**src/rtl/easyaxi_rd_mux.sv**
```systemverilog
// rtl/easyaxi_rd_mux.sv - N-to-1 AXI read-channel interconnect with round-robin AR arbitration and ID-based R routing
module easyaxi_rd_mux #(
    parameter int MST_NUM   = 4,
    parameter int ID_W      = 4,
    parameter int ADDR_W    = 32,
    parameter int DATA_W    = 64,
    parameter int LEN_W     = 8,
    parameter int OST_DEPTH = 16
) (
    input  logic                                clk,
    input  logic                                rst,
    input  logic [MST_NUM-1:0]                  mst_arvalid,
    output logic [MST_NUM-1:0]                  mst_arready,
    input  logic [MST_NUM*ID_W-1:0]             mst_arid,
    input  logic [MST_NUM*ADDR_W-1:0]           mst_araddr,
    input  logic [MST_NUM*LEN_W-1:0]            mst_arlen,
    input  logic [MST_NUM*3-1:0]                mst_arsize,
    input  logic [MST_NUM*2-1:0]                mst_arburst,
    output logic                                slv_arvalid,
    input  logic                                slv_arready,
    output logic [$clog2(MST_NUM)+ID_W-1:0]     slv_arid,
    output logic [ADDR_W-1:0]                   slv_araddr,
    output logic [LEN_W-1:0]                    slv_arlen,
    output logic [2:0]                          slv_arsize,
    output logic [1:0]                          slv_arburst,
    input  logic                                slv_rvalid,
    input  logic                                slv_rlast,
    output logic                                slv_rready,
    input  logic [$clog2(MST_NUM)+ID_W-1:0]     slv_rid,
    input  logic [DATA_W-1:0]                   slv_rdata,
    input  logic [1:0]                          slv_rresp,
    output logic [MST_NUM-1:0]                  mst_rvalid,
    output logic [MST_NUM-1:0]                  mst_rlast,
    input  logic [MST_NUM-1:0]                  mst_rready,
    output logic [ID_W-1:0]                     mst_rid,
    output logic [DATA_W-1:0]                   mst_rdata,
    output logic [1:0]                          mst_rresp,
    output logic                                rd_idle,
    output logic                                err
);

    localparam int IDX_W = $clog2(MST_NUM);
    localparam int SID_W = IDX_W + ID_W;
    localparam int CNT_W = $clog2(OST_DEPTH + 1);
    localparam logic [CNT_W-1:0] CNT_MAX = CNT_W'(OST_DEPTH);

    logic                 slv_arvalid_q;
    logic [SID_W-1:0]     slv_arid_q;
    logic [ADDR_W-1:0]    slv_araddr_q;
    logic [LEN_W-1:0]     slv_arlen_q;
    logic [2:0]           slv_arsize_q;
    logic [1:0]           slv_arburst_q;
    logic [IDX_W-1:0]     rr_ptr_q;
    logic [CNT_W-1:0]     ost_cnt_q [MST_NUM];
    logic                 err_q;

    logic [MST_NUM-1:0]   eligible;
    logic [MST_NUM-1:0]   grant;
    logic [IDX_W-1:0]     grant_idx;
    logic                 grant_any;
    logic                 slot_free;
    logic                 ar_hs;
    logic [IDX_W-1:0]     r_idx;
    logic [MST_NUM-1:0]   r_sel;
    logic                 r_routable;
    logic                 r_last_hs;
    logic [MST_NUM-1:0]   cnt_inc;
    logic [MST_NUM-1:0]   cnt_dec;

    always_comb begin
        for (int i = 0; i < MST_NUM; i++) begin
            eligible[i] = mst_arvalid[i] && (ost_cnt_q[i] < CNT_MAX);
        end
    end

    // Search starts at rr_ptr_q and wraps; the first eligible master wins.
    always_comb begin : rr_arb
        int j;
        j         = 0;
        grant_idx = '0;
        grant_any = 1'b0;
        for (int k = 0; k < MST_NUM; k++) begin
            j = (int'(rr_ptr_q) + k) % MST_NUM;
            if (!grant_any && eligible[j[IDX_W-1:0]]) begin
                grant_any = 1'b1;
                grant_idx = j[IDX_W-1:0];
            end
        end
        grant = MST_NUM'(grant_any) << grant_idx;
    end

    assign slot_free   = !slv_arvalid_q || slv_arready;
    assign ar_hs       = grant_any && slot_free && !rst;
    assign mst_arready = grant & {MST_NUM{slot_free && !rst}};

    assign r_idx = slv_rid[SID_W-1:ID_W];

    always_comb begin
        for (int i = 0; i < MST_NUM; i++) begin
            r_sel[i] = (r_idx == IDX_W'(i));
        end
    end

    // An index with no master behind it is drained so the slave never stalls on it.
    assign r_routable = |r_sel;
    assign slv_rready = r_routable ? |(r_sel & mst_rready) : 1'b1;
    assign mst_rvalid = slv_rvalid ? r_sel : '0;
    assign mst_rlast  = slv_rlast ? r_sel : '0;
    assign mst_rid    = slv_rid[ID_W-1:0];
    assign mst_rdata  = slv_rdata;
    assign mst_rresp  = slv_rresp;
    assign r_last_hs  = slv_rvalid && slv_rready && slv_rlast;

    assign cnt_inc = ar_hs ? grant : '0;
    assign cnt_dec = r_last_hs ? r_sel : '0;

    always_ff @(posedge clk) begin
        if (rst) begin
            slv_arvalid_q <= 1'b0;
            slv_arid_q    <= '0;
            slv_araddr_q  <= '0;
            slv_arlen_q   <= '0;
            slv_arsize_q  <= '0;
            slv_arburst_q <= '0;
            rr_ptr_q      <= '0;
            err_q         <= 1'b0;
            for (int i = 0; i < MST_NUM; i++) begin
                ost_cnt_q[i] <= '0;
            end
        end else begin
            if (ar_hs) begin
                slv_arvalid_q <= 1'b1;
                slv_arid_q    <= {grant_idx, mst_arid[grant_idx*ID_W +: ID_W]};
                slv_araddr_q  <= mst_araddr[grant_idx*ADDR_W +: ADDR_W];
                slv_arlen_q   <= mst_arlen[grant_idx*LEN_W +: LEN_W];
                slv_arsize_q  <= mst_arsize[grant_idx*3 +: 3];
                slv_arburst_q <= mst_arburst[grant_idx*2 +: 2];
                rr_ptr_q      <= (int'(grant_idx) == MST_NUM - 1) ? '0 : grant_idx + 1'b1;
            end else if (slv_arready) begin
                slv_arvalid_q <= 1'b0;
            end

            for (int i = 0; i < MST_NUM; i++) begin
                if (cnt_inc[i] && !cnt_dec[i]) begin
                    ost_cnt_q[i] <= ost_cnt_q[i] + 1'b1;
                end else if (cnt_dec[i] && !cnt_inc[i]) begin
                    if (ost_cnt_q[i] == '0) begin
                        err_q <= 1'b1;
                    end else begin
                        ost_cnt_q[i] <= ost_cnt_q[i] - 1'b1;
                    end
                end
            end

            if (slv_rvalid && !r_routable) begin
                err_q <= 1'b1;
            end
        end
    end

    always_comb begin
        rd_idle = !slv_arvalid_q;
        for (int i = 0; i < MST_NUM; i++) begin
            if (ost_cnt_q[i] != '0) begin
                rd_idle = 1'b0;
            end
        end
    end

    assign slv_arvalid = slv_arvalid_q;
    assign slv_arid    = slv_arid_q;
    assign slv_araddr  = slv_araddr_q;
    assign slv_arlen   = slv_arlen_q;
    assign slv_arsize  = slv_arsize_q;
    assign slv_arburst = slv_arburst_q;
    assign err         = err_q;

endmodule

```
**config.mk**
```make
export PLATFORM = sky130hd
export DESIGN_NAME = easyaxi_rd_mux
export DESIGN_NICKNAME = d
export VERILOG_FILES = /design/src/rtl/easyaxi_rd_mux.sv
export SDC_FILE = /design/constraint.sdc
export NUM_CORES = 1
export LEC_CHECK = 0
export CAP_MARGIN = 20
export CORE_AREA = 2 2 164 166
export DETAILED_ROUTE_END_ITERATION = 7
export DIE_AREA = 0 0 166 168
export GPL_TIMING_DRIVEN = 0
export PLACE_DENSITY = 0.62
export SLEW_MARGIN = 10
export SYNTH_ARGS = -nofsm -noshare
export SYNTH_HDL_FRONTEND = slang
export SYNTH_SLANG_ARGS = --single-unit
```
**constraint.sdc**
```tcl
create_clock -name clk -period 2.83 [get_ports clk]
set_clock_uncertainty 0.1 [all_clocks]
set_input_delay 0.566 -clock clk [delete_from_list [all_inputs] [get_ports clk]]
set_output_delay 0.566 -clock clk [all_outputs]
set_load 0.1 [all_outputs]
```
==> results of run 1 <==
[worst min-delay path: stages, from the launching register on]
cell and delay [ns]:
dfxtp_1 0.31, inv_1 0.05, a31oi_1 0.06
[power by group]
part           switching (uW)  total (uW)  leakage [uW]  internal [uW]
Clock                     487        1190      0.000144            699
Sequential                118        1440      0.000666           1320
Combinational            2880        4270       0.00353           1390
Total                    3480        6900       0.00434           3410
[worst paths after layout]
path | startpoint | endpoint | slack (ns)
setup / recovery | ost_cnt_q[0][4] | ost_cnt_q[2][4] | -0.03
hold reg to reg | err | err | 0.37
setup reg to reg | ost_cnt_q[0][4] | ost_cnt_q[2][4] | -0.03
hold / removal | err | err | 0.37
[synth_stat cells (all sizes together), types with 9 or more instances]
library cell | n | share of area
nand2 | 203 | 0.13
nand3 | 107 | 0.094
buf | 95 | 0.11
dfxtp | 55 | 0.19
a31o | 50 | 0.076
nor3b | 50 | 0.065
clkbuf | 29 | 0.019
inv | 21 | 0.014
nor2 | 21 | 0.014
edfxtp | 20 | 0.10
a21oi | 15 | 0.016
ha | 12 | 0.026
nand2b | 9 | 0.0097
[metal layers]
metal,share of wire,wire [um]
met5,0.00050,13
met4,0.016,415
met3,0.068,1770
met2,0.51,13200
met1,0.41,10700
[repair_timing]
| item | in CTS | in global routing |
|---|---|---|
| setup endpoints to repair | 85 | 44 |
| resized for setup | 107 | 28 |
| hold buffers | 0 | 0 |
| pin swaps | 19 | 8 |
| buffers inserted | 19 | 12 |
| cloned | 0 | 0 |
[cell families (layout without fill, tap and decap cells)]
| family | after synthesis | count (layout) |
|---|---|---|
| xor+xnor | 9 | 9 |
| compound gates | 102 | 102 |
| buf+inv | 145 | 539 |
| flops | 75 | 75 |
| fa+ha+maj | 15 | 15 |
| mux | 1 | 1 |
| simple gates | 430 | 430 |
[through the flow]
step / setup WS, ns / TNS [ns] / instance area, um^2
6_report: -0.0282 / -0.0577 / 10500
3_5_place_dp: -1.28 / -48.28 / 9760
2_1_floorplan: -0.486 / -4.30 / 5870
4_1_cts: -0.0258 / -0.0259 / 10300
5_1_grt: -0.143 / -0.693 / 10500
3_3_place_gp: -1.26 / -47.05 / 9760
[area by class of cell]
cell class,count,area (um^2),area share
Buffer,124,821,0.0780
Clock buffer,14,285,0.0271
Clock inverter,2,16.3,0.00155
Inverter,21,98.8,0.00940
Multi-Input combinational cell,557,3390,0.323
Sequential cell,75,1700,0.162
Tap cell,341,427,0.0406
Timing Repair Buffer,378,3770,0.358
[flip-flops by register name, indices dropped and copies added (netlist names)]
name	flops
slv_arid	6
err	1
slv_arsize	3
slv_arburst	2
ost_cnt_q	20
rr_ptr_q	2
slv_arvalid	1
slv_araddr	32
slv_arlen	8
[placed cells by master, fill, tap and decap left out, drive strengths merged, types with 6 or more instances in the layout]
cell,count
a21o,7
a21oi,15
a31o,50
and2,7
buf,133
clkbuf,46
clkdlybuf4s15,6
clkdlybuf4s50,320
dfxtp,55
dlygate4sd2,11
edfxtp,20
ha,12
inv,21
nand2,203
nand2b,9
nand3,107
nor2,21
nor3,6
nor3b,50
o21ai,6
xor2,6
==> flow_summary.toml, run 1 <==
[outcome]
status = "finished, violations left"
violations = "setup timing"

[clock_network]
cts_root_buf = "clkbuf_16"
cts.path.max_buffers = 2
cts-htree-levels = 3
numCtsBuffers = 9
clk_latency_ns = 0.35
cts_sinks = 75
cts_tree = "done"
clk_pin_slew_ns = 0.07

[setup_path]
start_kind = "flop"
crit_family = "simple AND/OR/NAND/NOR gates"
arrival_ns = 2.86
crit_buf_inv = 2
max_stage_delay_ns = 0.51
critical-path-slowest-cell = "or4b_4"
worst-setup-path-type = "flop to flop"
cp.depth = 13
cp.required_ns = 2.83
ff2ff_path_depth = 13
path_cells = "or4b_4 -> o21ai_2 -> a21o_4 -> inv_8 -> and3_4 -> or2_4 -> fa_2 -> inv_2 -> a21o_1 -> a21oi_2 -> xnor2_2 -> nand3_1 -> o21ai_1"
endpoint_kind = "flop"
critPathMaxFanout = 4

[sta]
setup_ws_ns = -0.0282
tightest_slew_ns = 1.07
final_max_slew_viol_count = 0
fin_crit_sh = 1.01
hold_slack_ns = 0.372
hold_viol = 0
fmax_ghz = 0.350
fin_crit_ns = 2.86
final-setup-viol-count = 5
slew_headroom = 0.282
rsz0062_at_grt = "yes"

[synthesis]
synth_top_family_by_area = "simple AND/OR/NAND/NOR gates"
ys_types = 61
postSynth.asyncResetShare = 0
synth_xor_area_frac = 0.0136
synth_warnings = 0
synth_fa_ha_area_frac = 0.0364
synth_edf_count = 20
syn-num-nets = 1073
synthSimpleGateAreaFrac = 0.364
netlist_area_um2 = 5780
synth_compound_area_frac = 0.141
synth_seq_area_share = 0.294
synth_ff_type = "dfxtp_1"
synth_mux_area_frac = 0.00390
synthCells = 777
avgSynthCellArea_um2 = 7.44
ys_ff_latch = 75

[die]
die_h_um = 168
start_util = 0.219
die_width_um = 166
ios = 418
rows = 60
die_area_um2 = 27900
core_um2 = 26400

[layout]
drive_above_1_share = 0.217
final_core_util = 0.399
num-fill-cells = 2723
syn2layout_area_growth_pct = 82.0
n_antenna_cell = 0
layout.nets = 1462
finalNonFillerCells = 1512

[placed_design]
portBuffers = 346
gp_congestion = 0.815
placedCellCount = 1464
dpl.hpwl_mm = 21.1

[grt]
grt_pass1_vias = 6692
grt_max_degree = 13
use_met2 = 0.325
grt.total_usage = 0.178
busiest_layer = "met2"
grt_pass1_wl_mm = 38.6
gr-total-overflow = 0
gr-usage-met1 = 0.210
met3_usage = 0.0468
grt_antenna_before_repair = 1

[pwr]
ir_worst_vdd_mv = 0.369
power_uw = 6900
power_density_nw_per_um2 = 656
p_leak_uw = 0.00434

[hold_path]
hold_path.class = "flop to flop"
hold_depth = 2

[route]
drc = 0
drt_iter0_drc = 281
routed_wl_mm = 26.1
drtAntennaViolNets = 0
via_count = 6795
wire_per_inst_um = 17.3
drt-pass1-iter-count = 6
viasPerCell = 4.49

[flow_run]
cap_viol_max_count = 0
Note: power is estimated with default switching activity, not from simulation.
==> run 2: changes to the inputs <==
--- a/config.mk
+++ b/config.mk
@@ -6,11 +6,12 @@
 export NUM_CORES = 1
 export LEC_CHECK = 0
 export CAP_MARGIN = 20
-export CORE_AREA = 2 2 164 166
+export CORE_AREA = 2 2 162 164
+export CTS_BUF_LIST = sky130_fd_sc_hd__clkbuf_4 sky130_fd_sc_hd__clkbuf_8
 export DETAILED_ROUTE_END_ITERATION = 7
-export DIE_AREA = 0 0 166 168
+export DIE_AREA = 0 0 164 166
 export GPL_TIMING_DRIVEN = 0
-export PLACE_DENSITY = 0.62
+export PLACE_DENSITY = 0.64
 export SLEW_MARGIN = 10
 export SYNTH_ARGS = -nofsm -noshare
 export SYNTH_HDL_FRONTEND = slang
==> run 2 against run 1 <==
  * The run still ends with setup timing left
  * Non-clock buffer count decreased by 7
  * Worst hold slack got worse by 0.0047 ns
  * Core utilization increased by 0.40 points
  * Die area decreased by 2.4%
  * Critical path type unchanged
  * Fmax decreased by 4.3%
  * Combinational power decreased by 2%
  * Flip-flop and latch count unchanged
  * Largest cell class unchanged
  * Final area decreased by 1.8%
  * Clock power decreased by 15%
  * Wire length decreased by 1.9%
==> flow_summary.toml, run 2 (synthesis results as in run 1) <==
[outcome]
status = "finished, violations left"
violations = "setup timing"

[die]
core_um2 = 25600
die_h_um = 166
start_util = 0.226
die_area_um2 = 27200
die_width_um = 164
rows = 59
ios = 418

[pwr]
internal_power_uw = 3220
p_seq_frac = 0.217
switching_share = 0.515
pwr-share-clk = 0.152
power_density_nw_per_um2 = 643
power_switching_uw = 3420
ir_worst_vdd_mv = 0.276
combPwrFrac = 0.632
p_leak_uw = 0.00426

[setup_path]
worst-setup-path-type = "flop to flop"
arrival_ns = 3.02
endpoint_kind = "flop"
cp.required_ns = 2.86
reg2reg_setup_slack_ns = -0.16
critPathMaxFanout = 4
start_kind = "flop"

[sta]
final-setup-viol-count = 10
fin_setup_tns_ns = -0.882
hold_viol = 0
rsz0062_at_grt = "yes"
fmax_ghz = 0.335
hold_slack_ns = 0.367
final_max_slew_viol_count = 0
slew_headroom = 0.286
setup_ws_ns = -0.157
tightest_slew_ns = 1.07
fin_crit_ns = 2.99
fin_crit_sh = 1.06

[clock_network]
cts_sinks = 75
cts_tree = "done"
cts_root_buf = "clkbuf_8"
clk_latency_ns = 0.38
clk_pin_slew_ns = 0.09
cts-htree-levels = 3
numCtsBuffers = 9
cts.path.max_buffers = 2

[grt]
grt_pass1_vias = 6682
gr-total-overflow = 0
grt_antenna_before_repair = 1
grt_max_degree = 16
grt_pass1_wl_mm = 37.9
grt.total_usage = 0.181

[placed_design]
gp_congestion = 0.800
dpl.hpwl_mm = 20.7
portBuffers = 346

[route]
wire_per_inst_um = 17.1
drc = 0
drtAntennaViolNets = 0
viasPerCell = 4.49
drt_iter0_drc = 353
drt-pass1-iter-count = 4
via_count = 6740
routed_wl_mm = 25.6

[flow_run]
cap_viol_max_count = 0

[layout]
drive_above_1_share = 0.206
num-fill-cells = 2673
largest_reg_flops = 32
layout.nets = 1455
syn2layout_area_growth_pct = 78.7
most-common-layout-cells = "321 x clkdlybuf4s50_1, 203 x nand2_1, 105 x nand3_1"
layout_commonest_cell = "clkdlybuf4s50_1"

[hold_path]
hold_path.class = "flop to flop"
run 2: stage by stage:
stage | setup slack, ns | area (um^2) | util | power, uW | std cells
floorplan | -0.486 | 5870 | - | 4330 | 777
global placement | -1.27 | 9760 | 0.381 | 5530 | 1458
detailed placement | -1.27 | 9760 | 0.381 | 5550 | 1458
CTS | -0.118 | 10200 | 0.397 | 6640 | 1487
global route | -0.258 | 10300 | 0.403 | 6960 | 1500
finish | -0.157 | 10300 | 0.403 | 6640 | 1501
run 2: area by class of cell:
| class | count | area, um^2 | share of cell area |
|---|---|---|---|
| repair buffers | 372 | 3700 | 0.358 |
| flip-flops and latches | 75 | 1700 | 0.165 |
| diodes | 2 | 5.00 | 0.000485 |
| clock buffers | 12 | 159 | 0.0154 |
| multi-input cells | 557 | 3370 | 0.327 |
| plain buffers | 123 | 803 | 0.0778 |
| well taps | 335 | 419 | 0.0406 |
| inverters | 21 | 93.8 | 0.00909 |
| clock inverters | 4 | 71.3 | 0.00691 |
run 2: final timing paths:
kind / depth (start not counted) / startpoint / endpoint
min: 2 / err / err
max: 13 / ost_cnt_q[0][4] / ost_cnt_q[2][4]
min reg2reg: 2 / err / err
max reg2reg: 13 / ost_cnt_q[0][4] / ost_cnt_q[2][4]
run 2: power groups by stage:
stage	registers, uW	logic, uW	clock network, uW
2_1_floorplan	2670	1660	0
3_3_place_gp	1460	4080	0
3_5_place_dp	1470	4090	0
4_1_cts	1440	4170	1030
5_1_grt	1470	4420	1080
6_report	1440	4190	1010
run 2: critical path: stages, from the launching register on:
cell	delay (ns)
edfxtp_1	0.45
or4b_4	0.56
o21ai_2	0.09
a21o_4	0.15
inv_8	0.04
and3_4	0.15
or2_4	0.29
fa_2	0.40
inv_2	0.06
a21o_1	0.12
a21oi_2	0.06
xnor2_2	0.14
nand3_1	0.06
o21ai_1	0.06
run 2: timing repair:
item,in CTS,in global routing
buffers inserted,14,12
gates resized for setup,92,22
endpoints found under the setup margin,75,28
hold buffers,0,0
pin swaps,8,10
run 2: routing by layer:
layer  wire [um]  vias up  track usage  share of wire
met4         287        0       0.0393          0.011
li1            -     3378            -              -
met2       13200      236        0.330           0.52
met5           0        -            0              0
met3        1770       15       0.0437          0.069
met1       10300     3111        0.213           0.40
